--- src/rtl/mem_l15_initiator_pkg.sv ---
// mem_l15_initiator_pkg: L1.5 request/return encodings, field widths and initiator FSM states.
package mem_l15_initiator_pkg;
    localparam logic [4:0] LOAD_RQ  = 5'b00000;
    localparam logic [4:0] STORE_RQ = 5'b00001;
    localparam logic [3:0] LOAD_RET = 4'h0;
    localparam logic [3:0] ST_ACK   = 4'h4;
    localparam int L15_THREADID_WIDTH = 1;
    localparam int L15_AMO_OP_WIDTH   = 4;
    localparam int L15_CMO_OP_WIDTH   = 6;
    localparam int TLB_CSM_WIDTH      = 33;
    typedef enum logic [1:0] {S_IDLE, S_REQ, S_WAIT, S_RSP} state_t;
    // Sizes above 8B are treated as needing 8B alignment.
    function automatic logic misaligned(input logic [2:0] a, input logic [2:0] s);
        return (s == 3'd0) ? 1'b0 : (s == 3'd1) ? a[0] : (s == 3'd2) ? |a[1:0] : |a[2:0];
    endfunction
endpackage

--- src/rtl/mem_l15_initiator.sv ---
// mem_l15_initiator: turns single core load/store requests into non-cacheable L1.5 transactions,
// with misalignment rejection and a response timeout that drops the late reply.
module mem_l15_initiator
    import mem_l15_initiator_pkg::*;
#(
    parameter int TIMEOUT_CYCLES = 1024,
    parameter int THREAD_ID      = 0
) (
    input  logic                          clk,
    input  logic                          rst,
    input  logic                          req_val,
    output logic                          req_rdy,
    input  logic                          req_we,
    input  logic [39:0]                   req_addr,
    input  logic [2:0]                    req_size,
    input  logic [63:0]                   req_wdata,
    output logic                          rsp_val,
    input  logic                          rsp_rdy,
    output logic [63:0]                   rsp_rdata,
    output logic [1:0]                    rsp_err,
    output logic                          transducer_l15_val,
    output logic [4:0]                    transducer_l15_rqtype,
    output logic                          transducer_l15_nc,
    output logic [2:0]                    transducer_l15_size,
    output logic [39:0]                   transducer_l15_address,
    output logic [63:0]                   transducer_l15_data,
    output logic [63:0]                   transducer_l15_data_next_entry,
    output logic [L15_THREADID_WIDTH-1:0] transducer_l15_threadid,
    output logic [L15_AMO_OP_WIDTH-1:0]   transducer_l15_amo_op,
    output logic [L15_CMO_OP_WIDTH-1:0]   transducer_l15_cmo_op,
    output logic [TLB_CSM_WIDTH-1:0]      transducer_l15_csm_data,
    output logic                          transducer_l15_prefetch,
    output logic                          transducer_l15_invalidate_cacheline,
    output logic                          transducer_l15_blockstore,
    output logic                          transducer_l15_blockinitstore,
    output logic [1:0]                    transducer_l15_l1rplway,
    input  logic                          l15_transducer_ack,
    input  logic                          l15_transducer_header_ack,
    input  logic                          l15_transducer_val,
    input  logic [3:0]                    l15_transducer_returntype,
    input  logic [1:0]                    l15_transducer_error,
    input  logic [63:0]                   l15_transducer_data_0,
    output logic                          transducer_l15_req_ack
);
    localparam int CW = $clog2(TIMEOUT_CYCLES + 1);

    state_t          r_state, w_next;
    logic            r_we, r_stale;
    logic [39:0]     r_addr;
    logic [2:0]      r_size;
    logic [63:0]     r_wdata;
    logic [CW-1:0]   r_cnt;
    logic            w_accept, w_misal, w_ret, w_match, w_timeout, w_unused;

    assign w_unused  = l15_transducer_header_ack;
    assign req_rdy   = (r_state == S_IDLE) && !r_stale && !rst;
    assign w_accept  = req_val && req_rdy;
    assign w_misal   = misaligned(req_addr[2:0], req_size);
    assign w_ret     = l15_transducer_val &&
                       (l15_transducer_returntype == LOAD_RET || l15_transducer_returntype == ST_ACK);
    assign w_match   = l15_transducer_val && !r_stale &&
                       (l15_transducer_returntype == (r_we ? ST_ACK : LOAD_RET));
    assign w_timeout = r_cnt == CW'(TIMEOUT_CYCLES - 1);

    assign rsp_val                             = r_state == S_RSP;
    assign transducer_l15_req_ack              = l15_transducer_val;
    assign transducer_l15_val                  = r_state == S_REQ;
    assign transducer_l15_rqtype               = r_we ? STORE_RQ : LOAD_RQ;
    assign transducer_l15_nc                   = 1'b1;
    assign transducer_l15_size                 = r_size;
    assign transducer_l15_address              = r_addr;
    assign transducer_l15_data                 = r_wdata;
    assign transducer_l15_data_next_entry      = '0;
    assign transducer_l15_threadid             = L15_THREADID_WIDTH'(THREAD_ID);
    assign transducer_l15_amo_op               = '0;
    assign transducer_l15_cmo_op               = '0;
    assign transducer_l15_csm_data             = '0;
    assign transducer_l15_prefetch             = 1'b0;
    assign transducer_l15_invalidate_cacheline = 1'b0;
    assign transducer_l15_blockstore           = 1'b0;
    assign transducer_l15_blockinitstore       = 1'b0;
    assign transducer_l15_l1rplway             = '0;

    always_comb begin
        w_next = r_state;
        case (r_state)
            S_IDLE:  w_next = w_accept ? (w_misal ? S_RSP : S_REQ) : S_IDLE;
            S_REQ:   w_next = l15_transducer_ack ? S_WAIT : S_REQ;
            S_WAIT:  w_next = (w_match || w_timeout) ? S_RSP : S_WAIT;
            default: w_next = rsp_rdy ? S_IDLE : S_RSP;
        endcase
    end

    always_ff @(posedge clk or posedge rst) begin
        if (rst) r_state <= S_IDLE;
        else     r_state <= w_next;
    end

    always_ff @(posedge clk or posedge rst) begin
        if (rst) begin
            r_we      <= 1'b0;
            r_addr    <= '0;
            r_size    <= '0;
            r_wdata   <= '0;
            r_cnt     <= '0;
            r_stale   <= 1'b0;
            rsp_rdata <= '0;
            rsp_err   <= '0;
        end else begin
            r_cnt <= (r_state == S_WAIT && w_next == S_WAIT) ? r_cnt + 1'b1 : '0;
            if (w_accept) begin
                r_we      <= req_we;
                r_addr    <= req_addr;
                r_size    <= req_size;
                r_wdata   <= req_wdata;
                rsp_rdata <= '0;
                rsp_err   <= w_misal ? 2'd1 : 2'd0;
            end
            // A match in the timeout cycle takes priority over the timeout.
            if (r_state == S_WAIT && w_match) begin
                rsp_rdata <= r_we ? 64'd0 : l15_transducer_data_0;
                rsp_err   <= (l15_transducer_error != 2'd0) ? 2'd3 : 2'd0;
            end else if (r_state == S_WAIT && w_timeout) begin
                rsp_rdata <= '0;
                rsp_err   <= 2'd2;
                r_stale   <= 1'b1;
            end
            if (r_stale && w_ret) r_stale <= 1'b0;
        end
    end
endmodule

--- config.mk ---
export PLATFORM = sky130hd
export DESIGN_NAME = mem_l15_initiator
export DESIGN_NICKNAME = d
export VERILOG_FILES = /design/src/rtl/mem_l15_initiator_pkg.sv /design/src/rtl/mem_l15_initiator.sv
export SDC_FILE = /design/constraint.sdc
export NUM_CORES = 1
export LEC_CHECK = 0
export BUFFER_PORTS_ARGS = -buffer_cell sky130_fd_sc_hd__buf_2
export CORE_AREA = 2 2 186 188
export CTS_CLUSTER_SIZE = 24
export DETAILED_ROUTE_END_ITERATION = 10
export DIE_AREA = 0 0 188 190
export PLACE_DENSITY = 0.62
export RECOVER_POWER = 25
export SLEW_MARGIN = 20
export SYNTH_ARGS = -nofsm -noshare
export SYNTH_HDL_FRONTEND = slang
export SYNTH_SLANG_ARGS = --single-unit
export TNS_END_PERCENT = 100
--- constraint.sdc ---
create_clock -name clk -period 7.1 [get_ports clk]
set_clock_uncertainty 0.1 [all_clocks]
set_input_delay 0 -clock clk [delete_from_list [all_inputs] [get_ports clk]]
set_output_delay 0 -clock clk [all_outputs]
set_load 0.02 [all_outputs]
==> flow_metrics.tcl <==
set metrics [dict create \
    status "finished, final reports clean" \
    drv_cap 0 \
    ys_seq_elements 188 \
    drv_slew 0 \
    regToRegEndpoint "r_state[0]" \
    synth_top_family_by_area "simple AND/OR/NAND/NOR gates" \
    final_area_sq_mm 0.0123 \
    max_stage_delay_ns 0.67 \
    insertion_delay_ns 0.44 \
    drt_iter0_markers 239 \
    postPlaceCellArea_sq_mm 0.00983 \
    cts.repair.resized 0 \
    synth_xor_area_share_pct 0.971 \
    place_congestion 0.733 \
    cts_root_buf "clkbuf_16" \
    clock_path_buffers 2 \
    wl_met3_mm 1.42 \
    synthSimpleGateAreaFrac_pct 17.7 \
    cts_max_level 4 \
    min_path_type "input pin to flip-flop" \
    antenna_found_initial 0 \
    start_util_pct 23.9 \
    min_path_cells 4 \
    path_clk_slew_ns 0.08 \
    ff2ff_setup_slack_ns 4.36 \
    nets 1517 \
    synth_largest_area_cell "dfrtp_1" \
    viasPerCell 3.99 \
    rows 68 \
    area.growth.synth_to_final_pct 51.6 \
    crit_type "flip-flop to flip-flop" \
    end_kind "flip-flop" \
    rsz0062_at_grt "no" \
    grt_max_degree 125 \
    dieArea_sq_mm 0.0357 \
    die_h_um 190 \
    synth_top_area_share_pct 58.0 \
    via_count 7177 \
    met1_length_mm 9.74 \
    required_ns 7.33 \
    gr-total-overflow 0 \
    yosys_warnings 0 \
    ant_nets 0 \
    yosysSeqAreaShare_pct 58.0 \
    netlist_area_sq_mm 0.00811 \
    cp_max_fo 65 \
    slew_headroom_pct 34.4 \
    crit_slowest_cell "and3_4" \
    numPortBuffers 361 \
    drive_gt1_share_pct 23.7 \
    synth_fa_ha_area_share_pct 0.154 \
    hold_violations 0 \
    cts_tree "done" \
    yosys-top-cells-area "dfrtp_1 58%, nand2_1 14%, buf_4 12%, a22o_1 6.9%, buf_2 1.4%" \
    worstRegToRegCells 6 \
    rr_startpoint "r_cnt[0]" \
    period_share_pct 38.5 \
    fillers 3375 \
    ioPinCount 482 \
    cts.sinks 188 \
    drt_pass1_iterations 4 \
    highest_layer "met4" \
    max_freq_mhz 365 \
    die_w_um 188 \
    syn_inst 795 \
    gr-usage-all-layers_pct 13.0 \
    tns_ns 0 \
    wl_per_cell_um 13.3 \
    ir_drop_v 0.000162 \
    final_common_cell "nand2_1" \
    finalSetupViolCount 0 \
    hp-start "req_val" \
    startpoint_type "flip-flop" \
    syn_avg_cell_area_sq_um 10.2 \
    power_density_mw_per_mm2 363 \
    muxShareOfSynthArea_pct 0.833 \
    post_cts_buffers 0 \
    drc 0 \
    synth_compound_area_share_pct 7.94 \
    core_area_sq_mm 0.0339 \
    crit_chain "ha_1, and3_1, nand4_1, and3_4, a21oi_1, dlygate4sd3_1" \
    diodes 0 \
    arrival_ns 2.96 \
    drt_wl_total_mm 23.8 \
    leakage_uw 0.00649 \
    p_total_uw 4470 \
    grt_pass1_vias 7029 \
    wl_met2_mm 12.3 \
    numCtsBuffers 17 \
    grt_pass1_wl_mm 36.7 \
    min_to "transducer_l15_address[37]" \
    ys_types 39 \
    min_period_ns 2.74 \
    final_cell_mix "310 x nand2_1, 268 x buf_2, 194 x dlygate4sd3_1" \
    dpl.hpwl_mm 15.2 \
    tightest_slew_ns 0.985 \
]
[how the worst max path moves through the flow]
stage / startpoint / to / depth (start not counted)
after global routing: r_cnt[0] / r_state[0] / 6
final: r_cnt[0] / r_state[0] / 6
after detailed placement: r_state[1] / transducer_l15_data[16] / 5
after global placement: r_state[1] / transducer_l15_data[16] / 5
after floorplan: rst / r_cnt[0] / 1
after CTS: r_cnt[0] / r_state[0] / 6
[synth_stat cells]
library cell,instances
clkbuf_1,4
ha_1,1
nor2b_1,1
dfrtp_1,188
nor2_1,12
and2_1,2
and3_4,1
a31o_2,1
o22ai_1,1
or3_1,1
nand3b_1,1
and4_1,2
and3_1,3
nor4_4,1
xnor2_1,3
nand4_1,3
conb_1,2
and4bb_1,1
a21oi_1,3
nor2_4,1
a21boi_0,1
nand4b_4,1
mux2_2,6
and2b_1,1
a31oi_1,3
nand2b_1,1
buf_4,127
a22o_1,64
o21ai_0,3
nor3_1,1
o21ai_1,1
xor2_1,6
nand3_1,3
nor4b_4,1
inv_1,4
nand2_1,311
buf_6,6
o21a_1,1
buf_2,22
[flip-flops by register name, summed over array words and instances (netlist names)]
register / cells
transducer_l15_address: 40
r_we: 1
r_state: 2
r_cnt: 11
rsp_rdata: 64
r_stale: 1
transducer_l15_data: 64
transducer_l15_size: 3
rsp_err: 2
[layout make-up]
class / instances / area, sq um / area share (%)
repair buffers: 559 / 3660 / 29.8
well taps: 455 / 569 / 4.63
flip-flops and latches: 188 / 4700 / 38.2
inverters: 4 / 22.5 / 0.183
multi-input cells: 561 / 2700 / 21.9
clock inverters: 14 / 206 / 1.68
clock buffers: 18 / 439 / 3.57
[what timing repair did]
item                       CTS  global route
setup endpoints to repair    0             0
hold buffers               194             0
hold endpoints to repair   300             0
[critical path, delay by kind of cell (launching register included)]
kind,cells,cell delay (ns)
flip-flops,1,0.41
AND/OR/NAND/NOR,3,1.15
adder cells (fa/ha/maj),1,0.23
AO/OA/AOI/OAI,1,0.14
buffers and inverters,1,0.60
[metrics by stage]
step	worst slack, ns	hold slack, ns	utilization [%]	instances
finish	4.36	0.0209	36.2	1799
CTS	4.38	0.0000836	36.6	1799
global placement	4.52	0.0900	29.0	1573
floorplan	1.89	-0.0652	-	912
detailed placement	4.48	0.0921	29.0	1573
global route	4.16	0.0332	36.2	1799
[logic make-up (layout without fill, tap and decap cells)]
logic type	after synthesis	after routing
and+or+nand+nor	348	348
buffers and inverters	163	595
muxes	6	6
AOI/OAI and AO/OA	78	78
xor gates and xnor gates	9	9
adders and majority gates	1	1
other	2	119
DFF	188	188
[power by group]
part / leakage, uW / total [uW] / switching [uW] / internal [uW]
registers: 0.00244 / 1720 / 239 / 1480
logic: 0.00374 / 1690 / 1120 / 573
clock network: 0.000312 / 1050 / 445 / 609
total: 0.00649 / 4470 / 1800 / 2660
[per-layer routing]
metal | up-vias | track usage (%)
met2 | 300 | 22.6
li1 | 3398 | -
met1 | 3454 | 15.2
met4 | 0 | 5.54
met3 | 25 | 3.08
met5 | - | 0
Power figures use the tool's default switching activity.
